===== config.mk =====
export PLATFORM = sky130hd
export DESIGN_NAME = serdesphy_prbs_engine
export DESIGN_NICKNAME = d
export VERILOG_FILES = /design/src/rtl/serdesphy_prbs_engine.sv
export SDC_FILE = /design/constraint.sdc
export NUM_CORES = 1
export LEC_CHECK = 0
export CORE_MARGIN = 1.5
export CORE_UTILIZATION = 55
export DETAILED_ROUTE_END_ITERATION = 6
export PLACE_DENSITY = 0.73
export SLEW_MARGIN = 20
export SYNTH_ARGS = -nofsm -noshare
export SYNTH_HDL_FRONTEND = slang
export SYNTH_SLANG_ARGS = --single-unit

===== constraint.sdc =====
create_clock -name clk -period 7.5 [get_ports clk]
set_input_delay 1.875 -clock clk [delete_from_list [all_inputs] [get_ports clk]]
set_output_delay 1.875 -clock clk [all_outputs]
set_load 0.02 [all_outputs]

===== src/rtl/serdesphy_prbs_engine.sv =====
// PRBS generator and self-synchronising PRBS checker for a SERDES PHY.
// The generator emits DATA_W bits per word, MSB first in time. The checker
// seeds its LFSR from received data, then predicts each following bit. It
// tracks lock/loss and keeps a saturating bit-error count.
module serdesphy_prbs_engine #(
    parameter int DATA_W     = 4,
    parameter int CNT_W      = 16,
    parameter int LOCK_WORDS = 8,
    parameter int LOSS_WORDS = 4
) (
    input  logic              clk,
    input  logic              rst,
    input  logic [1:0]        mode,
    input  logic              gen_en,
    input  logic              tx_ready,
    output logic [DATA_W-1:0] tx_data,
    output logic              tx_valid,
    input  logic              chk_en,
    input  logic [DATA_W-1:0] rx_data,
    input  logic              rx_valid,
    input  logic              err_clr,
    output logic              prbs_lock,
    output logic              prbs_err,
    output logic [CNT_W-1:0]  err_cnt
);

    localparam int LOCK_W = $clog2(LOCK_WORDS + 1);
    localparam int LOSS_W = $clog2(LOSS_WORDS + 1);
    localparam int SEED_W = 6;
    localparam int PC_W   = 5;
    localparam int SUM_W  = CNT_W + PC_W;

    typedef enum logic [1:0] {
        ST_IDLE  = 2'b00,
        ST_SEED  = 2'b01,
        ST_CHECK = 2'b10
    } chk_state_t;

    // Feedback bit for the selected polynomial: s[A-1] ^ s[B-1]
    function automatic logic fb_bit(input logic [30:0] s, input logic [1:0] m);
        logic b;
        case (m)
            2'b00:   b = s[6]  ^ s[5];
            2'b01:   b = s[8]  ^ s[4];
            2'b10:   b = s[14] ^ s[13];
            2'b11:   b = s[30] ^ s[27];
            default: b = 1'b0;
        endcase
        return b;
    endfunction

    // Polynomial order, i.e. how many seed bits make the checker LFSR valid
    function automatic logic [SEED_W-1:0] poly_order(input logic [1:0] m);
        logic [SEED_W-1:0] o;
        case (m)
            2'b00:   o = 6'd7;
            2'b01:   o = 6'd9;
            2'b10:   o = 6'd15;
            2'b11:   o = 6'd31;
            default: o = 6'd31;
        endcase
        return o;
    endfunction

    // Next DATA_W feedback bits, first bit in the MSB
    function automatic logic [DATA_W-1:0] lfsr_word(input logic [30:0] s_in, input logic [1:0] m);
        logic [30:0]       s;
        logic [DATA_W-1:0] w;
        logic              b;
        s = s_in;
        w = '0;
        for (int i = 0; i < DATA_W; i++) begin
            b                 = fb_bit(s, m);
            w[DATA_W - 1 - i] = b;
            s                 = {s[29:0], b};
        end
        return w;
    endfunction

    // LFSR state after DATA_W feedback shifts
    function automatic logic [30:0] lfsr_adv(input logic [30:0] s_in, input logic [1:0] m);
        logic [30:0] s;
        s = s_in;
        for (int i = 0; i < DATA_W; i++) begin
            s = {s[29:0], fb_bit(s, m)};
        end
        return s;
    endfunction

    // Shift a received word straight into the LFSR, MSB first
    function automatic logic [30:0] seed_shift(input logic [30:0] s, input logic [DATA_W-1:0] w);
        logic [30+DATA_W:0] t;
        t = {s, w};
        return t[30:0];
    endfunction

    // Number of set bits in a word
    function automatic logic [PC_W-1:0] popcount(input logic [DATA_W-1:0] w);
        logic [PC_W-1:0] c;
        c = '0;
        for (int i = 0; i < DATA_W; i++) begin
            c = c + {{(PC_W-1){1'b0}}, w[i]};
        end
        return c;
    endfunction

    logic [1:0]        mode_q;
    logic [30:0]       gen_lfsr_q, gen_lfsr_d;
    logic [DATA_W-1:0] tx_data_q, tx_data_d;
    logic              tx_valid_q, tx_valid_d;
    chk_state_t        state_q, state_d;
    logic [30:0]       chk_lfsr_q, chk_lfsr_d;
    logic [SEED_W-1:0] seed_bits_q, seed_bits_d;
    logic [LOCK_W-1:0] good_run_q, good_run_d;
    logic [LOSS_W-1:0] bad_run_q, bad_run_d;
    logic              lock_q, lock_d;
    logic              err_q, err_d;
    logic [CNT_W-1:0]  cnt_q, cnt_d, cnt_next_s;

    logic              mode_chg_s;
    logic [30:0]       gen_adv_s;
    logic [DATA_W-1:0] mism_s;
    logic [PC_W-1:0]   pc_s;
    logic [SUM_W-1:0]  sum_s;
    logic [CNT_W-1:0]  sat_s;

    assign mode_chg_s = (mode != mode_q);
    assign gen_adv_s  = lfsr_adv(gen_lfsr_q, mode);
    assign mism_s     = rx_data ^ lfsr_word(chk_lfsr_q, mode);
    assign pc_s       = popcount(mism_s);
    assign sum_s      = SUM_W'(cnt_q) + SUM_W'(pc_s);
    assign sat_s      = (sum_s[SUM_W-1:CNT_W] != '0) ? {CNT_W{1'b1}} : sum_s[CNT_W-1:0];

    // Generator: the LFSR holds the state at the start of the word on tx_data
    always_comb begin
        gen_lfsr_d = gen_lfsr_q;
        tx_data_d  = tx_data_q;
        tx_valid_d = gen_en;
        if (mode_chg_s) begin
            gen_lfsr_d = {31{1'b1}};
            tx_data_d  = lfsr_word({31{1'b1}}, mode);
        end else if (tx_valid_q && tx_ready) begin
            gen_lfsr_d = gen_adv_s;
            tx_data_d  = lfsr_word(gen_adv_s, mode);
        end else if (gen_en && !tx_valid_q) begin
            tx_data_d  = lfsr_word(gen_lfsr_q, mode);
        end else begin
            tx_data_d  = tx_data_q;
        end
    end

    // Checker FSM: seed from the line, then predict and count mismatches
    always_comb begin
        state_d     = state_q;
        chk_lfsr_d  = chk_lfsr_q;
        seed_bits_d = seed_bits_q;
        good_run_d  = good_run_q;
        bad_run_d   = bad_run_q;
        lock_d      = lock_q;
        err_d       = 1'b0;
        cnt_next_s  = cnt_q;
        if (!chk_en) begin
            state_d     = ST_IDLE;
            lock_d      = 1'b0;
            seed_bits_d = '0;
            good_run_d  = '0;
            bad_run_d   = '0;
        end else if (mode_chg_s) begin
            state_d     = ST_SEED;
            lock_d      = 1'b0;
            seed_bits_d = '0;
            good_run_d  = '0;
            bad_run_d   = '0;
        end else begin
            case (state_q)
                ST_IDLE: begin
                    state_d     = ST_SEED;
                    seed_bits_d = '0;
                end
                ST_SEED: begin
                    if (rx_valid) begin
                        chk_lfsr_d = seed_shift(chk_lfsr_q, rx_data);
                        if ((seed_bits_q + SEED_W'(DATA_W)) >= poly_order(mode)) begin
                            state_d     = ST_CHECK;
                            seed_bits_d = '0;
                        end else begin
                            seed_bits_d = seed_bits_q + SEED_W'(DATA_W);
                        end
                    end else begin
                        chk_lfsr_d = chk_lfsr_q;
                    end
                end
                ST_CHECK: begin
                    if (rx_valid) begin
                        // predicted bits are shifted in so one bad bit cannot corrupt prediction
                        chk_lfsr_d = lfsr_adv(chk_lfsr_q, mode);
                        if (pc_s != '0) begin
                            err_d      = 1'b1;
                            cnt_next_s = sat_s;
                            good_run_d = '0;
                            if ((32'(bad_run_q) + 32'd1) >= 32'(LOSS_WORDS)) begin
                                lock_d      = 1'b0;
                                state_d     = ST_SEED;
                                seed_bits_d = '0;
                                bad_run_d   = '0;
                            end else begin
                                bad_run_d = bad_run_q + LOSS_W'(1);
                            end
                        end else begin
                            bad_run_d = '0;
                            if ((32'(good_run_q) + 32'd1) >= 32'(LOCK_WORDS)) begin
                                lock_d     = 1'b1;
                                good_run_d = LOCK_W'(LOCK_WORDS);
                            end else begin
                                good_run_d = good_run_q + LOCK_W'(1);
                            end
                        end
                    end else begin
                        chk_lfsr_d = chk_lfsr_q;
                    end
                end
                default: begin
                    state_d = ST_IDLE;
                    lock_d  = 1'b0;
                end
            endcase
        end
        // a clear beats any errors counted in the same cycle
        cnt_d = err_clr ? {CNT_W{1'b0}} : cnt_next_s;
    end

    // State registers with synchronous reset
    always_ff @(posedge clk) begin
        if (rst) begin
            mode_q      <= mode;
            gen_lfsr_q  <= {31{1'b1}};
            tx_data_q   <= '0;
            tx_valid_q  <= 1'b0;
            state_q     <= ST_IDLE;
            chk_lfsr_q  <= '0;
            seed_bits_q <= '0;
            good_run_q  <= '0;
            bad_run_q   <= '0;
            lock_q      <= 1'b0;
            err_q       <= 1'b0;
            cnt_q       <= '0;
        end else begin
            mode_q      <= mode;
            gen_lfsr_q  <= gen_lfsr_d;
            tx_data_q   <= tx_data_d;
            tx_valid_q  <= tx_valid_d;
            state_q     <= state_d;
            chk_lfsr_q  <= chk_lfsr_d;
            seed_bits_q <= seed_bits_d;
            good_run_q  <= good_run_d;
            bad_run_q   <= bad_run_d;
            lock_q      <= lock_d;
            err_q       <= err_d;
            cnt_q       <= cnt_d;
        end
    end

    assign tx_data   = tx_data_q;
    assign tx_valid  = tx_valid_q;
    assign prbs_lock = lock_q;
    assign prbs_err  = err_q;
    assign err_cnt   = cnt_q;

endmodule


==> key figures <==
Timing
  – Max Slew Vio Count: 0
  – Min Hold Slack: about 0.45 ns
  – Count of final setup violators: 0
  – RSZ-0062 raised after global routing: false
  – Post-layout min period: 5.998 ns
  – Worst Clk Skew: ~0.014 ns
  – Worst slew margin: 0.3203
  – Final worst path period share: 0.7997
  – Fmax: 166.7 MHz
  – Setup tns final: 0 ns
  – Worst Tran Pin Value: 1.020 ns
  – Final Hold Fails: 0

CTS
  – Clock sinks: 100
  – CTS Buf Count: 9
  – Root Buffer: clkbuf_8
  – Worst-path clk slew: 0.11 ns
  – CTS tree: built
  – Clock latency on the worst-skew pair: 0.36 ns
  – Post-CTS Repair Setup Buffers: 0
  – Hold buffer count at CTS: 0
  – PostCTS Resize Cnt: 0
  – CTS H-Tree Depth: 3
  – Longest Clk Path Bufs: 2

Floorplan
  – Die height: between 100 and 150 µm
  – Total die area: 10010 µm²
  – Initial Util: 0.5631
  – Rows: 35
  – Die X: 100.0 µm
  – Top Ports: 36
  – Core Box Area: between 9000 and 10000 µm²

Logic synthesis
  – Distinct cells, synth: 57
  – Commonest cells in the netlist: 138 x nand2_1, 100 x dfxtp_1, 53 x a21oi_1, 43 x xnor2_1, 35 x nand3_1
  – Flops & latches, synth: 100
  – Leading area contributor after synthesis: dfxtp_1
  – Share of synthesized flip-flops with an asynchronous set or reset: 0
  – Syn nets: 652
  – Mapped cell area: 5179 µm²
  – Top-count cell post-synth: nand2_1
  – Share of the synthesized area in the top cell type: 0.3866
  – Synth warn: 0
  – Primary FF master, synth: dfxtp_1
  – Post-Syn Instances: 621
  – Avg Inst Size Synth: 8.339 µm²
  – Sequential share of the synthesized area: 0.3866
  – EDFF count, synth: 0
  – Synth top area cells: dfxtp_1 39%, nand2_1 10%, xnor2_1 7.3%

GRT
  – Tot GR Track Use: 0.2233
  – Global-route wire length before repair: 18290 µm
  – Number of global-route vias before repair: 3944
  – Largest net degree at the start of global routing: 43
  – Initial antenna violation count: 0
  – Grt total ovfl: 0

Worst setup path
  – CP startpoint kind: input pin
  – CP endpoint kind: register
  – Critical Path AT: roughly 6.3 ns
  – Worst Path Required: 7.80 ns
  – CP Class: input pin to register
  – CP Max Fanout: 27

Finish
  – Fin util: 0.6257
  – Ant diodes: 0
  – P&R area growth vs syn: 11.11%
  – Fraction of layout cells with a size suffix above 1: 0.06635
  – Non-filler cells, final: 744
  – Layout Nets: 659

Job
  – Maxcap violations: 0

Route
  – WL/cell: between 10 and 15 µm
  – DRT Wirelength: roughly 11000 µm
  – Vias/cell: between 5 and 6
  – First-pass detailed-route iteration total: 5
  – Via count: 4283
  – Number of DRC markers in iteration 0: 190
  – DRC viols: 0
  – ANT nets after route: 0

Hold path
  – Worst Hold Class: register to register

Placement
  – PortBufs: 35
  – GPL Wtd Cong: 0.8108
  – Placed Cells: 728
  – Final HPWL DP: 7398 µm

Run status
  – Status: completed

Power and ir drop
  – Leakage: 2.076 nW
  – PwrDens: roughly 170 nW/µm²
  – Worst vdd ir: 78.84 µV
  – Total power: 1.000 mW
## final timing paths
path | startpoint | endpoint | slack [ns] | cells past startpoint
hold / removal | chk_lfsr_q[21] | chk_lfsr_q[25] | 0.45 | 2
setup / recovery | mode[1] | err_cnt[13] | 1.50 | 14
setup reg to reg | chk_lfsr_q[5] | err_cnt[13] | 3.36 | 13
hold reg to reg | chk_lfsr_q[21] | chk_lfsr_q[25] | 0.45 | 2
## cells in the final DEF (no fill, tap or decap), drive strengths merged, types with 10 or more instances in the layout
cell / instances
ha: 16
nand2: 138
xor2: 18
a21oi: 53
xnor2: 45
clkdlybuf4s50: 35
nor2: 33
inv: 19
nor3: 10
dfxtp: 100
nand3: 35
## metrics by stage
stage	setup WS, ns	area, µm²
after floorplan	2.025	5179
after CTS	1.467	5754
after detailed placement	1.090	5537
final	1.502	5754
after global placement	1.223	5537
after global routing	1.242	5754
## cell type report
class                           count  area [µm²]
Fill cell                         777        3442
Tap cell                          111       138.9
Multi-Input combinational cell    459        2933
Clock buffer                        9       123.9
Inverter                           16       60.06
Sequential cell                   100        2002
Clock inverter                      7       93.84
Timing Repair Buffer               42       402.9
## metal layers
| metal | global-route usage | vias up | wire (µm) |
|---|---|---|---|
| met3 | 0.02786 | 19 | 453 |
| met1 | 0.2940 | 2032 | 4920 |
| met4 | 0.08992 | 0 | 204 |
| li1 | - | 2127 | - |
| met5 | 0 | - | 0 |
| met2 | 0.3736 | 105 | 5090 |
## kinds of logic after synthesis
group | Yosys count | share of synthesized area
flops | 100 | 0.3866
fa+ha+maj | 18 | 0.04639
xor+xnor | 63 | 0.1094
buf+inv | 62 | 0.04881
mux | 16 | 0.05050
compound gates | 105 | 0.1312
simple gates | 257 | 0.2271
## worst max-delay path, stage by stage
cell,delay (ns)
clkdlybuf4s50_1,0.50
buf_4,0.32
mux4_2,0.58
xnor2_1,0.21
fa_1,0.45
ha_1,0.21
ha_1,0.36
inv_1,0.08
fa_1,0.44
nor2b_1,0.18
o2111ai_1,0.19
or3_1,0.54
and4_1,0.27
nor3_2,0.08
## power by group
part	total [mW]	switching, mW	internal, mW
Combinational	0.0913	0.0555	0.0358
Clock	0.368	0.205	0.164
Sequential	0.541	0.00530	0.535
Total	1.00	0.266	0.735
## state kept, by name, summed over array words and instances (netlist names)
register / cells
state_q: 2
prbs_lock: 1
chk_lfsr_q: 31
seed_bits_q: 4
err_cnt: 16
gen_lfsr_q: 31
good_run_q: 4
prbs_err: 1
tx_valid: 1
mode_q: 2
tx_data: 4
bad_run_q: 3
(Power assumes the default switching activity.)
==> RTL edit (same settings) <==
The 3 states of `chk_state_t` get a one-hot encoding in 3 bits.
--- a/src/rtl/serdesphy_prbs_engine.sv
+++ b/src/rtl/serdesphy_prbs_engine.sv
@@ -31,8 +31,8 @@
     localparam int SUM_W  = CNT_W + PC_W;
 
-    typedef enum logic [1:0] {
-        ST_IDLE  = 2'b00,
-        ST_SEED  = 2'b01,
-        ST_CHECK = 2'b10
+    typedef enum logic [2:0] {
+        ST_IDLE  = 3'b001,
+        ST_SEED  = 3'b010,
+        ST_CHECK = 3'b100
     } chk_state_t;
 
Behaviour: same outputs for any inputs over 4 cycles, from zero or initial values and one cycle with rst high; so few cycles prove little.
==> RTL edit against the unedited design <==
Count of clock-buffer cells in the layout did not move. Power rose by 1.0%. Global-route usage rose by 0.52 points. Sequential cell count rose by 1. Setup slack improved by 0.25 ns. Critical path type unchanged. Routed wire length rose by 2.7%. Area after synthesis fell by 1.8%. First-iteration DRC count rose by 24%. Register-to-register slack improved by 0.15 ns. Cell area fell by 1.3%. Non-clock buffer count did not move. Clock skew barely moved. Via count fell by 2.4%.
==> RTL edit: results <==
detailed_routing:
  drtIter0Drc: 236
  drt_pass1_iterations: 4
  vias: 4181
  routed_wl_mm: 11.0
run_status:
  status: "finished, final reports clean"
worst_setup_path:
  cpMaxStageDelayCell: "mux4_2"
  arrival_ns: 6.04
  critPathCapture: "err_cnt[9]"
  r2r_start: "chk_lfsr_q[4]"
  cp_top_family: "adder cells"
  path_max_fanout: 18
  crit_start: "mode[1]"
  regToRegSetupSlack_ns: 3.51
layout:
  fin_area_sq_um: 5680
  multi_input_area_share_pct: 50.1
  final-clk-cell-share_pct: 4.03
  seq_share_pct: 35.6
  multi_input_gates: 456
  drive_above_1_share_pct: 6.56
  nNetsFinal: 647
  nonClkBufAreaFrac_pct: 7.23
  fin_cells: 733
  nFillCells: 761
  inverters: 10
sta:
  hold_slack_ns: 0.459
  fin_crit_sh_pct: 76.7
  slew_headroom_pct: 33.8
  clock_skew_ns: 0.0140
placement:
  dp_hpwl_mm: 7.56
  place_inst: 716
  gp_congestion: 0.901
  placed_cell_area_sq_um: 5430
  dp_slack_ns: 1.34
global_routing:
  grt_pass1_wl_mm: 18.3
  grt_pass1_vias: 3873
  grt_usage_pct: 22.9
cts:
  cts.sinks: 101
  clk_latency_ns: 0.38
synth:
  synthTopCellsByArea: "dfxtp_1 40%, nand2_1 10%, xnor2_1 7.7%"
  syn-mean-instance-area_sq_um: 8.34
  syn_area_sq_um: 5090
  synth_common_cells: "142 x nand2_1, 101 x dfxtp_1, 58 x a21oi_1"
  yosysSeqAreaShare_pct: 39.8
  syn_nets: 637
power_and_ir_drop:
  peakVddDrop_v: 0.000138
  p_leak_nw: 2.07
## RTL edit: cell count changes after synthesis, moves of 5 or more
| cell | before | now |
|---|---|---|
| inv_1 | 16 | 10 |
| a21oi_1 | 53 | 58 |
| nor2_1 | 33 | 21 |
| clkbuf_1 | 28 | 34 |
| mux2i_1 | 7 | 2 |
| a31oi_1 | 2 | 9 |
| buf_2 | 16 | 3 |
| o21ai_0 | 6 | 12 |
| nor3_1 | 8 | 13 |
## RTL edit: logic make-up after synthesis
group / share of synthesized area (%)
simple gates: 23.8
compound gates: 13.4
flops: 39.8
xor+xnor: 10.5
buf+inv: 4.43
fa+ha+maj: 3.74
mux: 4.38
## RTL edit: where the power goes
group	total [W]	switching, W	internal, W	leakage [nW]
Sequential	0.000546	0.00000578	0.000541	0.817
Clock	0.000381	0.000215	0.000166	0.113
Combinational	0.0000836	0.0000499	0.0000337	1.14
Total	0.00101	0.000270	0.000741	2.07
## RTL edit: worst min-delay path by stage
| stage | depth (start not counted) | start | endpoint |
|---|---|---|---|
| after global routing | 2 | chk_lfsr_q[0] | chk_lfsr_q[0] |
| after CTS | 2 | chk_lfsr_q[22] | chk_lfsr_q[26] |
| after floorplan | 2 | chk_lfsr_q[15] | chk_lfsr_q[19] |
| after global placement | 2 | chk_lfsr_q[22] | chk_lfsr_q[26] |
| final | 2 | chk_lfsr_q[21] | chk_lfsr_q[25] |
| after detailed placement | 2 | chk_lfsr_q[22] | chk_lfsr_q[26] |
## RTL edit: worst min-delay path, delay by kind of cell, from the launching register on
kind	cells	cell delay (ns)
AOI/OAI and AO/OA	1	0.05
and+or+nand+nor	1	0.05
DFF	1	0.33
## RTL edit: per-layer routing
layer	part of all wire, %	track usage (%)
met1	47	30.7
met4	1.7	7.48
met2	48	37.5
met3	3.9	4.29
met5	0	0
